[config.mk]
export PLATFORM = sky130hd
export DESIGN_NAME = twi_master_sequencer
export DESIGN_NICKNAME = d
export VERILOG_FILES = /design/src/rtl/twi_master_sequencer_pkg.sv /design/src/rtl/twi_master_sequencer_status_encoder.sv /design/src/rtl/twi_master_sequencer.sv
export SDC_FILE = /design/constraint.sdc
export NUM_CORES = 1
export LEC_CHECK = 0
export CORE_MARGIN = 2
export CORE_UTILIZATION = 54
export DETAILED_ROUTE_END_ITERATION = 12
export GPL_TIMING_DRIVEN = 0
export PLACE_DENSITY = 0.83
export SETUP_SLACK_MARGIN = 0.2
export SLEW_MARGIN = 20
export SYNTH_ARGS = -nofsm -noshare
export SYNTH_HDL_FRONTEND = slang
export SYNTH_HIERARCHICAL = 1
export SYNTH_SLANG_ARGS = --single-unit
[constraint.sdc]
create_clock -name i_clk -period 3.4 [get_ports i_clk]
set_input_delay 0.34 -clock i_clk [delete_from_list [all_inputs] [get_ports i_clk]]
set_output_delay 0.34 -clock i_clk [all_outputs]
set_load 0.005 [all_outputs]
[src/rtl/twi_master_sequencer_pkg.sv]
// -----------------------------------------------------------------------------
// twi_master_sequencer_pkg
// Shared types and constants for the TWI master sequencer:
//   - state_t      : master-mode sequencer states
//   - phase_ctl_t  : bundle of the phase enables / direction selects
//   - ST_*         : TWS[7:3] status codes (TWSR = {code, 3'b000})
//   - decode_phase : maps a state (and master ownership) onto the phase bundle
// -----------------------------------------------------------------------------
package twi_master_sequencer_pkg;

  typedef enum logic [3:0] {
    S_IDLE     = 4'd0,
    S_WAIT_BUS = 4'd1,
    S_START    = 4'd2,
    S_HOLD     = 4'd3,
    S_TX_BYTE  = 4'd4,
    S_ACK_RX   = 4'd5,
    S_RX_BYTE  = 4'd6,
    S_ACK_TX   = 4'd7,
    S_STOP     = 4'd8
  } state_t;

  localparam int STATUS_W = 5;

  // TWS[7:3] codes; the full TWSR value is the code shifted left by 3.
  localparam logic [STATUS_W-1:0] ST_START        = 5'h01;  // 0x08
  localparam logic [STATUS_W-1:0] ST_RESTART      = 5'h02;  // 0x10
  localparam logic [STATUS_W-1:0] ST_SLAW_ACK     = 5'h03;  // 0x18
  localparam logic [STATUS_W-1:0] ST_SLAW_NACK    = 5'h04;  // 0x20
  localparam logic [STATUS_W-1:0] ST_DATA_TX_ACK  = 5'h05;  // 0x28
  localparam logic [STATUS_W-1:0] ST_DATA_TX_NACK = 5'h06;  // 0x30
  localparam logic [STATUS_W-1:0] ST_ARB_LOST     = 5'h07;  // 0x38
  localparam logic [STATUS_W-1:0] ST_SLAR_ACK     = 5'h08;  // 0x40
  localparam logic [STATUS_W-1:0] ST_SLAR_NACK    = 5'h09;  // 0x48
  localparam logic [STATUS_W-1:0] ST_DATA_RX_ACK  = 5'h0A;  // 0x50
  localparam logic [STATUS_W-1:0] ST_DATA_RX_NACK = 5'h0B;  // 0x58
  localparam logic [STATUS_W-1:0] ST_NOINFO       = 5'h1F;  // 0xF8

  typedef struct packed {
    logic start_en;
    logic restart_en;
    logic stop_en;
    logic data_en;
    logic ack_en;
    logic data_dir;
    logic ack_dir;
  } phase_ctl_t;

  // Phase outputs are a pure function of the state; START splits into a
  // fresh start or a repeated start depending on whether we already own
  // the bus.
  function automatic phase_ctl_t decode_phase(input state_t s, input logic master_mode);
    phase_ctl_t c;
    c = '0;
    case (s)
      S_START: begin
        c.start_en   = ~master_mode;
        c.restart_en = master_mode;
      end
      S_TX_BYTE: begin
        c.data_en  = 1'b1;
        c.data_dir = 1'b1;
      end
      S_ACK_RX: c.ack_en = 1'b1;
      S_RX_BYTE: c.data_en = 1'b1;
      S_ACK_TX: begin
        c.ack_en  = 1'b1;
        c.ack_dir = 1'b1;
      end
      S_STOP: c.stop_en = 1'b1;
      default: c = '0;
    endcase
    return c;
  endfunction

endpackage

[src/rtl/twi_master_sequencer_status_encoder.sv]
// -----------------------------------------------------------------------------
// twi_master_sequencer_status_encoder
// Combinational TWS[7:3] lookup: given the current sequencer state and the
// transaction flags, produce the status code that the sequencer loads when
// the event it is waiting for in that state occurs.
// Ports:
//   i_state            current sequencer state
//   i_master_mode      bus already owned (selects restart code in START)
//   i_sla_sent         address byte already done (address vs data phase)
//   i_rw_bit           SLA R/W bit (1 = read)
//   i_ack_bit          sampled ACK bit (0 = ACK)
//   i_arbitration_lost arbitration lost pulse
//   o_status           status code to load
// -----------------------------------------------------------------------------
module twi_master_sequencer_status_encoder
  import twi_master_sequencer_pkg::*;
(
  input  state_t              i_state,
  input  logic                i_master_mode,
  input  logic                i_sla_sent,
  input  logic                i_rw_bit,
  input  logic                i_ack_bit,
  input  logic                i_arbitration_lost,
  output logic [STATUS_W-1:0] o_status
);

  logic w_arb_state;

  // Arbitration can only be lost while we are driving the bus.
  assign w_arb_state = (i_state == S_START) || (i_state == S_TX_BYTE) ||
                       (i_state == S_ACK_RX);

  always_comb begin
    o_status = ST_NOINFO;
    if (i_arbitration_lost && w_arb_state) begin
      o_status = ST_ARB_LOST;
    end else begin
      case (i_state)
        S_START: o_status = i_master_mode ? ST_RESTART : ST_START;
        S_ACK_RX: begin
          if (!i_sla_sent) begin
            if (i_rw_bit) o_status = i_ack_bit ? ST_SLAR_NACK : ST_SLAR_ACK;
            else          o_status = i_ack_bit ? ST_SLAW_NACK : ST_SLAW_ACK;
          end else begin
            o_status = i_ack_bit ? ST_DATA_TX_NACK : ST_DATA_TX_ACK;
          end
        end
        S_ACK_TX: o_status = i_ack_bit ? ST_DATA_RX_NACK : ST_DATA_RX_ACK;
        default:  o_status = ST_NOINFO;
      endcase
    end
  end

endmodule

[src/rtl/twi_master_sequencer.sv]
// -----------------------------------------------------------------------------
// twi_master_sequencer
// Master-mode control FSM between the TWI register file and the bus interface
// unit. Turns TWCR writes into START / address / data / ACK / STOP phases,
// consumes the unit's completion and arbitration flags, and produces TWINT,
// the master_mode qualifier and the TWS[7:3] status code.
// Ports:
//   i_clk, i_resetn              clock, async active-low reset
//   i_flop_en                    global update enable
//   i_twcr_wr_en                 TWCR write strobe
//   i_twen/i_twsta/i_twsto       TWCR write value bits
//   i_twint_clr                  TWCR.TWINT write value (1 clears TWINT)
//   i_rw_bit                     SLA R/W bit (1 = read)
//   i_bus_busy                   bus busy from detector
//   i_start_complete             start / restart generated
//   i_stop_complete              stop generated
//   i_arbitration_lost           arbitration lost pulse
//   i_byte_transfer_complete     8 bits shifted
//   i_ack_transfer_complete      ACK bit shifted
//   i_ack_bit                    sampled ACK (0 = ACK)
//   o_start_en/o_restart_en/o_stop_en   start/stop generator enables
//   o_data_transfer_en/o_ack_transfer_en phase enables
//   o_data_transfer_dir/o_ack_transfer_dir 1 = master drives SDA
//   o_twint                      interrupt flag / SCL stretch
//   o_sla_sent                   address byte done for this transaction
//   o_master_mode                master owns the bus
//   o_status                     TWS[7:3]
// -----------------------------------------------------------------------------
module twi_master_sequencer
  import twi_master_sequencer_pkg::*;
#(
  parameter int TWDR_WIDTH   = 8,
  parameter int STATUS_WIDTH = 5
) (
  input  logic                    i_clk,
  input  logic                    i_resetn,
  input  logic                    i_flop_en,
  input  logic                    i_twcr_wr_en,
  input  logic                    i_twen,
  input  logic                    i_twsta,
  input  logic                    i_twsto,
  input  logic                    i_twint_clr,
  input  logic                    i_rw_bit,
  input  logic                    i_bus_busy,
  input  logic                    i_start_complete,
  input  logic                    i_stop_complete,
  input  logic                    i_arbitration_lost,
  input  logic                    i_byte_transfer_complete,
  input  logic                    i_ack_transfer_complete,
  input  logic                    i_ack_bit,
  output logic                    o_start_en,
  output logic                    o_restart_en,
  output logic                    o_stop_en,
  output logic                    o_data_transfer_en,
  output logic                    o_ack_transfer_en,
  output logic                    o_data_transfer_dir,
  output logic                    o_ack_transfer_dir,
  output logic                    o_twint,
  output logic                    o_sla_sent,
  output logic                    o_master_mode,
  output logic [STATUS_WIDTH-1:0] o_status
);

  // The status codes are the fixed 8-bit TWSR encoding; other widths have
  // no meaning for this block.
  if (TWDR_WIDTH != 8 || STATUS_WIDTH != STATUS_W) begin : g_bad_params
    $error("twi_master_sequencer: TWDR_WIDTH must be 8 and STATUS_WIDTH must be 5");
  end

  state_t              r_state;
  phase_ctl_t          r_ctl;
  logic                r_twint;
  logic                r_sla_sent;
  logic                r_master_mode;
  logic                r_pend_start;
  logic [STATUS_W-1:0] r_status;

  logic                w_wr_accept;
  logic                w_hold_accept;
  logic [STATUS_W-1:0] w_status_evt;

  // Normal TWCR writes need TWINT written as 1; in HOLD a STOP request is
  // taken even without it so software can always release the bus.
  assign w_wr_accept   = i_twcr_wr_en && i_twint_clr;
  assign w_hold_accept = w_wr_accept || (i_twcr_wr_en && i_twsto);

  twi_master_sequencer_status_encoder u_status_enc (
    .i_state            (r_state),
    .i_master_mode      (r_master_mode),
    .i_sla_sent         (r_sla_sent),
    .i_rw_bit           (i_rw_bit),
    .i_ack_bit          (i_ack_bit),
    .i_arbitration_lost (i_arbitration_lost),
    .o_status           (w_status_evt)
  );

  // Single sequencer register block. Phase enables are registered alongside
  // every state change (decoded from the destination state) so they are
  // glitch-free and always match r_state.
  always_ff @(posedge i_clk or negedge i_resetn) begin
    if (!i_resetn) begin
      r_state       <= S_IDLE;
      r_ctl         <= '0;
      r_twint       <= 1'b0;
      r_sla_sent    <= 1'b0;
      r_master_mode <= 1'b0;
      r_pend_start  <= 1'b0;
      r_status      <= ST_NOINFO;
    end else if (i_flop_en) begin
      if (i_twcr_wr_en && !i_twen) begin
        // Disabling the interface abandons whatever is in flight.
        r_state       <= S_IDLE;
        r_ctl         <= '0;
        r_twint       <= 1'b0;
        r_sla_sent    <= 1'b0;
        r_master_mode <= 1'b0;
        r_pend_start  <= 1'b0;
        r_status      <= ST_NOINFO;
      end else begin
        case (r_state)
          S_IDLE: begin
            if (w_wr_accept) begin
              r_twint <= 1'b0;
              if (i_twsta) begin
                if (i_bus_busy) begin
                  r_state <= S_WAIT_BUS;
                  r_ctl   <= decode_phase(S_WAIT_BUS, r_master_mode);
                end else begin
                  r_state <= S_START;
                  r_ctl   <= decode_phase(S_START, r_master_mode);
                end
              end
            end
          end

          S_WAIT_BUS: begin
            if (!i_bus_busy) begin
              r_state <= S_START;
              r_ctl   <= decode_phase(S_START, r_master_mode);
            end
          end

          S_START: begin
            if (i_arbitration_lost) begin
              r_state       <= S_IDLE;
              r_ctl         <= decode_phase(S_IDLE, 1'b0);
              r_status      <= w_status_evt;
              r_twint       <= 1'b1;
              r_master_mode <= 1'b0;
              r_sla_sent    <= 1'b0;
            end else if (i_start_complete) begin
              r_state       <= S_HOLD;
              r_ctl         <= decode_phase(S_HOLD, 1'b1);
              r_status      <= w_status_evt;
              r_twint       <= 1'b1;
              r_master_mode <= 1'b1;
              r_sla_sent    <= 1'b0;
            end
          end

          S_HOLD: begin
            if (w_hold_accept) begin
              r_twint <= 1'b0;
              if (i_twsto) begin
                r_state      <= S_STOP;
                r_ctl        <= decode_phase(S_STOP, r_master_mode);
                r_pend_start <= i_twsta;
              end else if (i_twsta) begin
                r_state <= S_START;
                r_ctl   <= decode_phase(S_START, r_master_mode);
              end else if (!r_sla_sent || !i_rw_bit) begin
                r_state <= S_TX_BYTE;
                r_ctl   <= decode_phase(S_TX_BYTE, r_master_mode);
              end else begin
                r_state <= S_RX_BYTE;
                r_ctl   <= decode_phase(S_RX_BYTE, r_master_mode);
              end
            end
          end

          S_TX_BYTE: begin
            if (i_arbitration_lost) begin
              r_state       <= S_IDLE;
              r_ctl         <= decode_phase(S_IDLE, 1'b0);
              r_status      <= w_status_evt;
              r_twint       <= 1'b1;
              r_master_mode <= 1'b0;
              r_sla_sent    <= 1'b0;
            end else if (i_byte_transfer_complete) begin
              r_state <= S_ACK_RX;
              r_ctl   <= decode_phase(S_ACK_RX, r_master_mode);
            end
          end

          S_ACK_RX: begin
            if (i_arbitration_lost) begin
              r_state       <= S_IDLE;
              r_ctl         <= decode_phase(S_IDLE, 1'b0);
              r_status      <= w_status_evt;
              r_twint       <= 1'b1;
              r_master_mode <= 1'b0;
              r_sla_sent    <= 1'b0;
            end else if (i_ack_transfer_complete) begin
              r_state    <= S_HOLD;
              r_ctl      <= decode_phase(S_HOLD, r_master_mode);
              r_status   <= w_status_evt;
              r_twint    <= 1'b1;
              r_sla_sent <= 1'b1;
            end
          end

          S_RX_BYTE: begin
            if (i_byte_transfer_complete) begin
              r_state <= S_ACK_TX;
              r_ctl   <= decode_phase(S_ACK_TX, r_master_mode);
            end
          end

          S_ACK_TX: begin
            if (i_ack_transfer_complete) begin
              r_state  <= S_HOLD;
              r_ctl    <= decode_phase(S_HOLD, r_master_mode);
              r_status <= w_status_evt;
              r_twint  <= 1'b1;
            end
          end

          S_STOP: begin
            if (i_stop_complete) begin
              r_master_mode <= 1'b0;
              r_sla_sent    <= 1'b0;
              r_status      <= ST_NOINFO;
              r_twint       <= 1'b0;
              r_pend_start  <= 1'b0;
              if (r_pend_start) begin
                r_state <= S_START;
                r_ctl   <= decode_phase(S_START, 1'b0);
              end else begin
                r_state <= S_IDLE;
                r_ctl   <= decode_phase(S_IDLE, 1'b0);
              end
            end
          end

          default: begin
            r_state <= S_IDLE;
            r_ctl   <= '0;
          end
        endcase
      end
    end
  end

  assign o_start_en          = r_ctl.start_en;
  assign o_restart_en        = r_ctl.restart_en;
  assign o_stop_en           = r_ctl.stop_en;
  assign o_data_transfer_en  = r_ctl.data_en;
  assign o_ack_transfer_en   = r_ctl.ack_en;
  assign o_data_transfer_dir = r_ctl.data_dir;
  assign o_ack_transfer_dir  = r_ctl.ack_dir;
  assign o_twint             = r_twint;
  assign o_sla_sent          = r_sla_sent;
  assign o_master_mode       = r_master_mode;
  assign o_status            = r_status;

endmodule
==> flow_metrics.env <==
export IMPL_grt_pass1_vias=1502
export IMPL_ir_drop_mv=0.501
export IMPL_synth_flop_cell="dfrtp_1"
export IMPL_io_pins=31
export IMPL_grt_pass1_wl_mm=7.36
export IMPL_crit_slowest_cell="nor4b_1"
export IMPL_place_hpwl_mm=3.23
export IMPL_rows=19
export IMPL_end_kind="register"
export IMPL_drc=0
export IMPL_power_density_nw_per_um2=767
export IMPL_postCtsSetupBuffers=0
export IMPL_finalHoldViolCount=0
export IMPL_setup_violations=0
export IMPL_max_freq_ghz=0.395
export IMPL_drv_cap=0
export IMPL_synth_cell_area_sq_um=1520
export IMPL_clkSlewWorstSetupHoldPaths_ps=130
export IMPL_gp_congestion=0.945
export IMPL_cts_tree="done"
export IMPL_synth_seq_area_share_pct=33.4
export IMPL_drive_gt1_share_pct=10.0
export IMPL_post_route_period_util_pct=74.5
export IMPL_final_nets=229
export IMPL_path_max_fanout=10
export IMPL_synth_edf_count=0
export IMPL_reg2reg_from="r_state[1]"
export IMPL_antenna_found_initial=0
export IMPL_slew_viol_final=0
export IMPL_grt_overflow_total=0
export IMPL_r2r_cells=6
export IMPL_dieWidth_um=57.0
export IMPL_ant_nets=0
export IMPL_synth_fp_nets=194
export IMPL_clk_latency_ps=320
export IMPL_core_area_sq_um=2710
export IMPL_cpPeakStageDelay_ps=660
export IMPL_leakage_nw=0.752
export IMPL_skew_ps=14.3
export IMPL_cts_hold_buffers=0
export IMPL_root_buffer="clkbuf_4"
export IMPL_numPortBuffers=30
export IMPL_crit_chain="clkbuf_1 -> nor4b_1 -> nand2b_1 -> o41a_1 -> o2111ai_1 -> o22a_1"
export IMPL_cp_arrival_ps=2790
export IMPL_drt_total_wl_mm=4.31
export IMPL_h_tree_depth=1
export IMPL_ctsLongestPathBuffers=2
export IMPL_power_w=0.00146
export IMPL_grt_max_degree=21
export IMPL_cts_resized_gates=0
export IMPL_path_class="reg -> reg"
export IMPL_syn_inst=176
export IMPL_numCtsBuffers=3
export IMPL_worst_ep_required_time_ps=3650
export IMPL_layout_min_cycle_time_ps=2530
export IMPL_status="finished, final reports clean"
export IMPL_wl_per_cell_um=17.9
export IMPL_synth_cell_types=53
export IMPL_ys_ff_latch=20
export IMPL_relSlewSlack_pct=41.5
export IMPL_die_area_sq_um=3250
export IMPL_reg2reg_slack_ps=870
export IMPL_yosys_warnings=6
export IMPL_drt_iter0_markers=143
export IMPL_routed_via_density=6.68
export IMPL_vias=1610
export IMPL_start_kind="register"
export IMPL_cts_sinks=20
export IMPL_die_y_um=57.0
export IMPL_postSynthAreaPerCell_sq_um=8.62
export IMPL_finalSetupTns_ps=0
export IMPL_drt_pass1_iterations=5
export IMPL_hp_class="in -> async"
export IMPL_area_growth_pct=25.8
export IMPL_tightest_slew_ps=874
export IMPL_rsz0062_at_grt="no"
export IMPL_num_antenna_cells=0
export IMPL_start_util_pct=56.0
export IMPL_synth_async_reset_ratio_pct=100
export IMPL_worstReg2RegEnd="o_status[4]"
export IMPL_grt_use_total_pct=28.9
-- registers in the layout, indices dropped and copies added, names as in the netlist --
signal,count
r_state,4
o_restart_en,1
o_ack_transfer_en,1
o_ack_transfer_dir,1
o_master_mode,1
o_stop_en,1
o_data_transfer_en,1
o_data_transfer_dir,1
o_twint,1
o_status,5
r_pend_start,1
o_sla_sent,1
o_start_en,1
-- cells in the mapped netlist, types with 3 or more instances --
| cell | number | area [sq um] |
|---|---|---|
| a22o_1 | 3 | 26.3 |
| dfrtp_1 | 15 | 375 |
| o21a_1 | 3 | 22.5 |
| a21o_1 | 3 | 22.5 |
| inv_1 | 10 | 37.5 |
| nand2_1 | 19 | 71.3 |
| o22a_1 | 5 | 43.8 |
| nand3_1 | 5 | 25.0 |
| nor3_1 | 9 | 45.0 |
| nand2b_1 | 7 | 43.8 |
| a31oi_1 | 3 | 18.8 |
| o21ai_0 | 11 | 55.1 |
| dfstp_2 | 5 | 131 |
| nor2_1 | 11 | 41.3 |
| mux2i_1 | 3 | 30.0 |
| clkbuf_1 | 8 | 30.0 |
| mux2_1 | 3 | 33.8 |
| a21oi_1 | 6 | 30.0 |
| nor2b_1 | 3 | 18.8 |
| mux2_2 | 3 | 33.8 |
-- layout make-up --
| cell class | count | area [sq um] |
|---|---|---|
| clock inverter | 1 | 30.0 |
| inverter | 10 | 37.5 |
| timing repair buffer | 30 | 300 |
| sequential | 20 | 507 |
| multi-input combinational | 137 | 931 |
| clock buffer | 3 | 22.5 |
| fill | 207 | 802 |
| buffer | 9 | 41.3 |
| tap | 31 | 38.8 |
-- cell families (layout without fill, tap and decap cells) --
| logic type | Yosys count | count (layout) | synth area share [%] |
|---|---|---|---|
| AND/OR/NAND/NOR | 65 | 65 | 22.3 |
| AO/OA/AOI/OAI | 60 | 60 | 30.4 |
| flip-flops | 20 | 20 | 33.4 |
| buffers and inverters | 19 | 53 | 5.20 |
| multiplexers | 9 | 9 | 6.44 |
| adder cells (fa/ha/maj) | 2 | 2 | 1.65 |
| XOR/XNOR | 1 | 1 | 0.578 |
-- per-layer routing --
layer | wire length, um | GRT usage (%) | up-vias
li1 | - | - | 735
met1 | 1890 | 41.3 | 770
met2 | 1980 | 45.6 | 91
met3 | 357 | 4.99 | 14
met4 | 79 | 7.64 | 0
met5 | 0 | 0 | -
-- cell usage in the layout, fill, tap and decap left out, types with 3 or more instances in the layout --
master / netlist / final
clkdlybuf4s50_1: 0 / 30
nand2_1: 19 / 19
dfrtp_1: 15 / 15
nor2_1: 11 / 11
o21ai_0: 11 / 11
inv_1: 10 / 10
nor3_1: 9 / 9
clkbuf_1: 8 / 8
nand2b_1: 7 / 7
a21oi_1: 6 / 6
o22a_1: 5 / 5
nand3_1: 5 / 5
dfstp_2: 5 / 5
nor2b_1: 3 / 3
a31oi_1: 3 / 3
mux2i_1: 3 / 3
mux2_1: 3 / 3
o21a_1: 3 / 3
a22o_1: 3 / 3
mux2_2: 3 / 3
clkbuf_4: 0 / 3
a21o_1: 3 / 3
-- metrics by stage --
step	hold slack, ps	setup slack, ps	area (sq um)	util (%)	instances
after detailed placement	473	782	1860	68.5	237
final	501	867	1910	70.4	241
after floorplan	44.4	1190	1520	-	176
after CTS	511	958	1910	70.4	241
after global placement	477	781	1860	68.5	237
after global routing	522	692	1910	70.4	241
-- where the power goes --
part	internal [W]	switching (W)	leakage, nW
clock	0.000119	0.0000832	0.0279
sequential	0.000326	0.0000912	0.254
combinational	0.000393	0.000450	0.470
-- critical path: cells and delay by family, from the launching register on --
kind | cells | cell delay [ps]
AOI/OAI and AO/OA | 3 | 840
DFF | 1 | 490
buffers and inverters | 1 | 260
and+or+nand+nor | 2 | 870
-- worst max path at each step --
stage | start | end | slack (ps) | cells past startpoint
final | r_state[1] | o_status[4] | 870 | 6
after floorplan | r_state[2] | r_state[1] | 1190 | 6
after CTS | r_state[1] | o_status[4] | 960 | 6
after detailed placement | i_arbitration_lost | r_state[0] | 780 | 7
after global placement | i_arbitration_lost | r_state[3] | 780 | 7
after global routing | r_state[1] | o_status[4] | 690 | 6
No activity file was read; power rests on OpenSTA's default activity.
